$ cat src/rtl/mips_pkg.sv
// mips_pkg: definitions shared by the MIPS pipeline stages.
//   - Datapath and register-index widths.
//   - Bit positions of the fields in the 71-bit memory-stage bundle (membus).
//   - A packed struct that overlays membus, so that stages decode its fields by name.
package mips_pkg;

  localparam int DATA_W   = 32;
  localparam int ADDR_W   = 5;
  localparam int NUM_REGS = 32;

  localparam int MB_WREG_LSB  = 0;
  localparam int MB_ALU_LSB   = 5;
  localparam int MB_RDATA_LSB = 37;
  localparam int MB_MEMTOREG  = 69;
  localparam int MB_REGWRITE  = 70;
  localparam int MEMBUS_W     = 71;

  // Field order, MSB first, matches the bit positions above.
  typedef struct packed {
    logic              reg_write;   // [70]
    logic              mem_to_reg;  // [69]
    logic [DATA_W-1:0] read_data;   // [68:37]
    logic [DATA_W-1:0] alu_out;     // [36:5]
    logic [ADDR_W-1:0] write_reg;   // [4:0]
  } membus_t;

endpackage

$ cat src/rtl/reg_file_2r1w.sv
// reg_file_2r1w: architectural register file with two read ports and one write port.
//   clock, reset    : rising-edge clock; synchronous active-high reset clears every register
//   we, waddr, wdata: write port. Writes to index 0 are dropped; reset overrides a write.
//   raddr1, raddr2  : read indices
//   rdata1, rdata2  : combinational read data. Returns 0 during reset and for index 0.
//                     A write presented in the same cycle to the same index is bypassed
//                     to the read port (write-first).
module reg_file_2r1w
  import mips_pkg::*;
#(
  parameter int NUM_REGS = mips_pkg::NUM_REGS,
  parameter int DATA_W   = mips_pkg::DATA_W,
  parameter int ADDR_W   = mips_pkg::ADDR_W
) (
  input  logic              clock,
  input  logic              reset,
  input  logic              we,
  input  logic [ADDR_W-1:0] waddr,
  input  logic [DATA_W-1:0] wdata,
  input  logic [ADDR_W-1:0] raddr1,
  input  logic [ADDR_W-1:0] raddr2,
  output logic [DATA_W-1:0] rdata1,
  output logic [DATA_W-1:0] rdata2
);

  logic [DATA_W-1:0] regs [NUM_REGS];
  logic              wr;

  // Reset is tested first so that an X on we during reset cannot reach the array.
  always_comb begin
    wr = 1'b0;
    if (!reset) wr = we && (waddr != '0);
  end

  always_ff @(posedge clock) begin
    if (reset) begin
      for (int i = 0; i < NUM_REGS; i++) regs[i] <= '0;
    end else if (wr) begin
      regs[waddr] <= wdata;
    end
  end

  always_comb begin
    rdata1 = '0;
    if (reset || raddr1 == '0) rdata1 = '0;
    else if (wr && raddr1 == waddr) rdata1 = wdata;
    else rdata1 = regs[raddr1];
  end

  always_comb begin
    rdata2 = '0;
    if (reset || raddr2 == '0) rdata2 = '0;
    else if (wr && raddr2 == waddr) rdata2 = wdata;
    else rdata2 = regs[raddr2];
  end

endmodule

$ cat src/rtl/instr_writeback.sv
// instr_writeback: writeback stage of the 5-stage MIPS pipeline.
//   clock, reset     : rising-edge clock; synchronous active-high reset
//   membus           : bundle from the memory stage {regWrite, memtoReg, readData, aluOut, writeReg}
//   raddr1/2, rdata1/2: decode-stage read ports into the register file, with same-cycle bypass
//   resultW_wire     : selected writeback result (load data or ALU result), used for forwarding
//   writeRegW_wire   : writeback destination index
//   regWriteW_wire   : writeback write enable
//   wb_count         : number of register-file commits since reset; wraps modulo 2^32
module instr_writeback
  import mips_pkg::*;
(
  input  logic                clock,
  input  logic                reset,
  input  logic [MEMBUS_W-1:0] membus,
  input  logic [ADDR_W-1:0]   raddr1,
  input  logic [ADDR_W-1:0]   raddr2,
  output logic [DATA_W-1:0]   rdata1,
  output logic [DATA_W-1:0]   rdata2,
  output logic [DATA_W-1:0]   resultW_wire,
  output logic [ADDR_W-1:0]   writeRegW_wire,
  output logic                regWriteW_wire,
  output logic [31:0]         wb_count
);

  membus_t     mb;
  logic        commit;
  logic [31:0] commit_count;

  assign mb = membus_t'(membus);

  assign resultW_wire   = mb.mem_to_reg ? mb.read_data : mb.alu_out;
  assign writeRegW_wire = mb.write_reg;
  assign regWriteW_wire = mb.reg_write;

  // Same qualification as the register-file write, so that writes dropped for r0 or
  // discarded by reset are not counted.
  always_comb begin
    commit = 1'b0;
    if (!reset) commit = mb.reg_write && (mb.write_reg != '0);
  end

  always_ff @(posedge clock) begin
    if (reset) commit_count <= '0;
    else if (commit) commit_count <= commit_count + 32'd1;
  end

  assign wb_count = commit_count;

  reg_file_2r1w #(
    .NUM_REGS (NUM_REGS),
    .DATA_W   (DATA_W),
    .ADDR_W   (ADDR_W)
  ) u_reg_file (
    .clock  (clock),
    .reset  (reset),
    .we     (mb.reg_write),
    .waddr  (mb.write_reg),
    .wdata  (resultW_wire),
    .raddr1 (raddr1),
    .raddr2 (raddr2),
    .rdata1 (rdata1),
    .rdata2 (rdata2)
  );

endmodule

$ cat config.mk
export PLATFORM = sky130hd
export DESIGN_NAME = instr_writeback
export DESIGN_NICKNAME = d
export VERILOG_FILES = /design/src/rtl/mips_pkg.sv /design/src/rtl/reg_file_2r1w.sv /design/src/rtl/instr_writeback.sv
export SDC_FILE = /design/constraint.sdc
export NUM_CORES = 2
export LEC_CHECK = 0
export ABC_CLOCK_PERIOD_IN_PS = 2600
export CAP_MARGIN = 10
export CORE_MARGIN = 3
export CORE_UTILIZATION = 50
export DETAILED_ROUTE_END_ITERATION = 12
export GPL_ROUTABILITY_DRIVEN = 1
export PLACE_DENSITY = 0.7
export SLEW_MARGIN = 20
export SYNTH_ARGS = -nofsm -noshare
export SYNTH_HDL_FRONTEND = slang
export SYNTH_SLANG_ARGS = --single-unit
$ cat constraint.sdc
create_clock -name clock -period 2.6 [get_ports clock]
set_clock_uncertainty 0.15 [all_clocks]
set_input_delay 0.26 -clock clock [delete_from_list [all_inputs] [get_ports clock]]
set_output_delay 0.26 -clock clock [all_outputs]
set_load 0.005 [all_outputs]
==> results.toml <==
[worst_hold_path]
hp-start = "reset"
hold_end = "u_reg_file.regs[0][3]$_SDFFCE_PN0P_"
min_path_cells = 2
min_path_type = "in2reg"

[sta]
setup_viol_count_final = 64
layout_setup_ws_ns = -0.372
drv_slew = 0
clock.fmax_mhz = 337
rsz0062_at_grt = "yes"
worstMarginPinSlew_ns = 0.814
worst_hold_slack_ns = 0.0613
max_slew_margin_pct = 45.7
period_minus_slack_ns = 2.97
fin_setup_tns_ns = -12.67
hold_viol_final = 0
fin_crit_sh_pct = 114

[placed_design]
gp_congestion = 0.982
hpwlAfterDp_um = 140000
io_buffers = 216
dp_cells = 6387
place_ws_ns = -1.04

[critical_path]
path_buf_inv = 2
r2r_setup_slack_ns = 0.19
r2r_cells = 5
worstSetupPathDepth = 6
r2r_end = "wb_count[31]$_SDFFE_PP0P_"
slowest_stage = "mux4_2"
path_max_fanout = 2
path_cells = "mux4_2, a22oi_2, a21bo_2, o2111ai_2, buf_4, buf_6"
critical-path-top-delay-family = "compound AO/OA/AOI/OAI gates"
r2r-start = "wb_count[10]$_SDFFE_PP0P_"
crit_required_ns = 2.19
cpPeakStageDelay_ns = 0.50
cp-start-kind = "flip-flop"
worstSetupPathType = "reg2out"
worstPathArrival_ns = 2.56
crit_path_end_kind = "output port"

[floorplanning]
initial_core_util_pct = 50.7
coreArea_um2 = 110000
die_h_um = 340
io_pins = 217
num_rows = 121
dieArea_um2 = 115000
fp.dieW_um = 340

[yosys]
yosysTopAreaCell = "edfxtp_1"
async_flop_share_pct = 0
synth_common_cells = "1024 x edfxtp_1, 1018 x nor2_1, 545 x mux2i_1"
syn_area_um2 = 55700
seq_area_frac_synth_pct = 56.4
synth-seq-cells = 1056
avgSynthCellArea_um2 = 12.7
yosys_most_used_dff = "edfxtp_1"
synth_cells = 4390
yosys.area.top_type_share_pct = 55.2
synthTopCellsByArea = "edfxtp_1 55%, mux4_2 10%, mux2i_1 9.8%"
ys_types = 53
yosysWarnings = 0
synth_edf_count = 1024
synth_most_common_cell = "edfxtp_1"

[power]
leakage_nw = 27.7
ir_drop_v = 0.000589
power_density_nw_per_um2 = 601
power_w = 0.0436

[clock_tree]
clk_pin_slew_ns = 0.06
cts_tree = "done"
insertion_delay_ns = 0.68
cts_sinks = 1056
cts_root_buf = "clkbuf_16"
ctsHtreeMaxLevel = 3
cts_made_buffers = 110
cts_buffer_depth = 3

[route]
post-route-drc-count = 0
drt-initial-drc-count = 6782
dr.pass1.iters = 7
viasPerCell = 6.66
via_count = 44200
totalWireLength_um = 210000
wl_per_cell_um = 31.7
postRouteAntennaNets = 0

[final_layout]
nNetsFinal = 5156
area_growth_pct = 30.1
final_cells = 6637
n_fill_cell = 7680
drive_gt1_share_pct = 33.0

[run_status]
violations = "negative setup slack"
status = "complete, but fails checks"

[job]
cap_viol_max_count = 0

[grt]
overflow = 0
grt_use_total_pct = 35.7
grt_pass1_wl_um = 300000
grt_max_degree = 56
antenna_found_initial = 1
grt_pass1_vias = 43700
## worst reg2reg max path, stage by stage, from the launching register on
cell and delay [ns]:
dfxtp_1 0.40, and4_1 0.26, nand4_1 0.17, or4_1 0.71
nor3_1 0.24, mux2_2 0.35
## flip-flops by register name, indices dropped and copies added, names as in the netlist
name,cells
u_reg_file.regs,1024
wb_count,32
## metrics by stage
step / utilization [%] / instance area (µm²)
after floorplan: - / 55800
after global placement: 60.4 / 66200
after detailed placement: 60.4 / 66200
after CTS: 65.5 / 71900
after global routing: 66.0 / 72500
final: 66.0 / 72500
## routing by layer
layer	up-vias	part of all wire [%]	GRT usage (%)
li1	18000	-	-
met1	21900	35	46.2
met2	3500	45	54.7
met3	724	15	11.6
met4	2	5.2	16.6
met5	-	0.0062	0
## report_power, final
group          internal, W  total, W  switching [W]  leakage, nW
Combinational      0.00355   0.00793        0.00438         16.0
Clock              0.00891    0.0156        0.00669         1.71
Sequential          0.0196    0.0201       0.000485         10.0
Total               0.0320    0.0436         0.0116         27.7
## cell type report
class / count / area (µm²) / share of cell area (%)
sequential: 1056 / 31400 / 43.3
multi-input combinational: 2811 / 24900 / 34.4
timing repair buffer: 986 / 10400 / 14.4
clock buffer: 139 / 2980 / 4.11
tap: 1476 / 1850 / 2.55
clock inverter: 61 / 510 / 0.704
inverter: 107 / 404 / 0.558
antenna: 1 / 2.50 / 0.00345
## how the worst max path moves through the flow
stage / from / to / slack, ns
global placement: raddr2[3] / rdata2[14] / -1.05
global route: u_reg_file.regs[23][31]$_SDFFCE_PN0P_ / rdata2[31] / -0.40
CTS: u_reg_file.regs[23][0]$_SDFFCE_PN0P_ / rdata1[0] / -0.36
floorplan: membus[1] / u_reg_file.regs[16][0]$_SDFFCE_PN0P_ / -0.09
finish: u_reg_file.regs[23][31]$_SDFFCE_PN0P_ / rdata2[31] / -0.37
detailed placement: raddr2[3] / rdata2[14] / -1.04
## layout by cell type (no fill, tap or decap), types with 32 or more instances in the layout
master / instances
clkdlybuf4s50_1: 134
buf_12: 188
a21bo_4: 44
a22o_1: 32
mux2i_4: 34
nand2_1: 143
a221oi_2: 87
buf_2: 58
o21ai_0: 44
dfxtp_1: 32
buf_6: 56
nor2_1: 1016
o2111ai_2: 34
a22oi_2: 63
conb_1: 32
buf_4: 531
mux4_2: 256
clkbuf_16: 114
a221o_1: 64
inv_1: 105
mux2i_1: 505
edfxtp_1: 1024
a221oi_1: 104
o22ai_1: 32
## repair_timing
item | 4_1_cts | 5_1_grt
hold endpoints to repair | 3 | 0
hold buffers | 1 | 0
gates resized for setup | 600 | 117
setup buffers | 43 | 17
pin swaps | 152 | 71
endpoints found under the setup margin | 64 | 64
cloned | 6 | 1
## cell families (layout without fill, tap and decap cells)
family / Yosys count / in the layout / share of synthesized area (%)
and+or+nand+nor: 1301 / 1301 / 9.29
DFF: 1056 / 1056 / 56.4
muxes: 802 / 802 / 20.2
AOI/OAI and AO/OA: 650 / 650 / 9.67
buffers and inverters: 554 / 1293 / 4.10
xor gates and xnor gates: 25 / 25 / 0.393
adders and majority gates: 1 / 1 / 0.0225
other: 1 / 33 / 0.00673
Note: power is estimated with default switching activity, not from simulation.
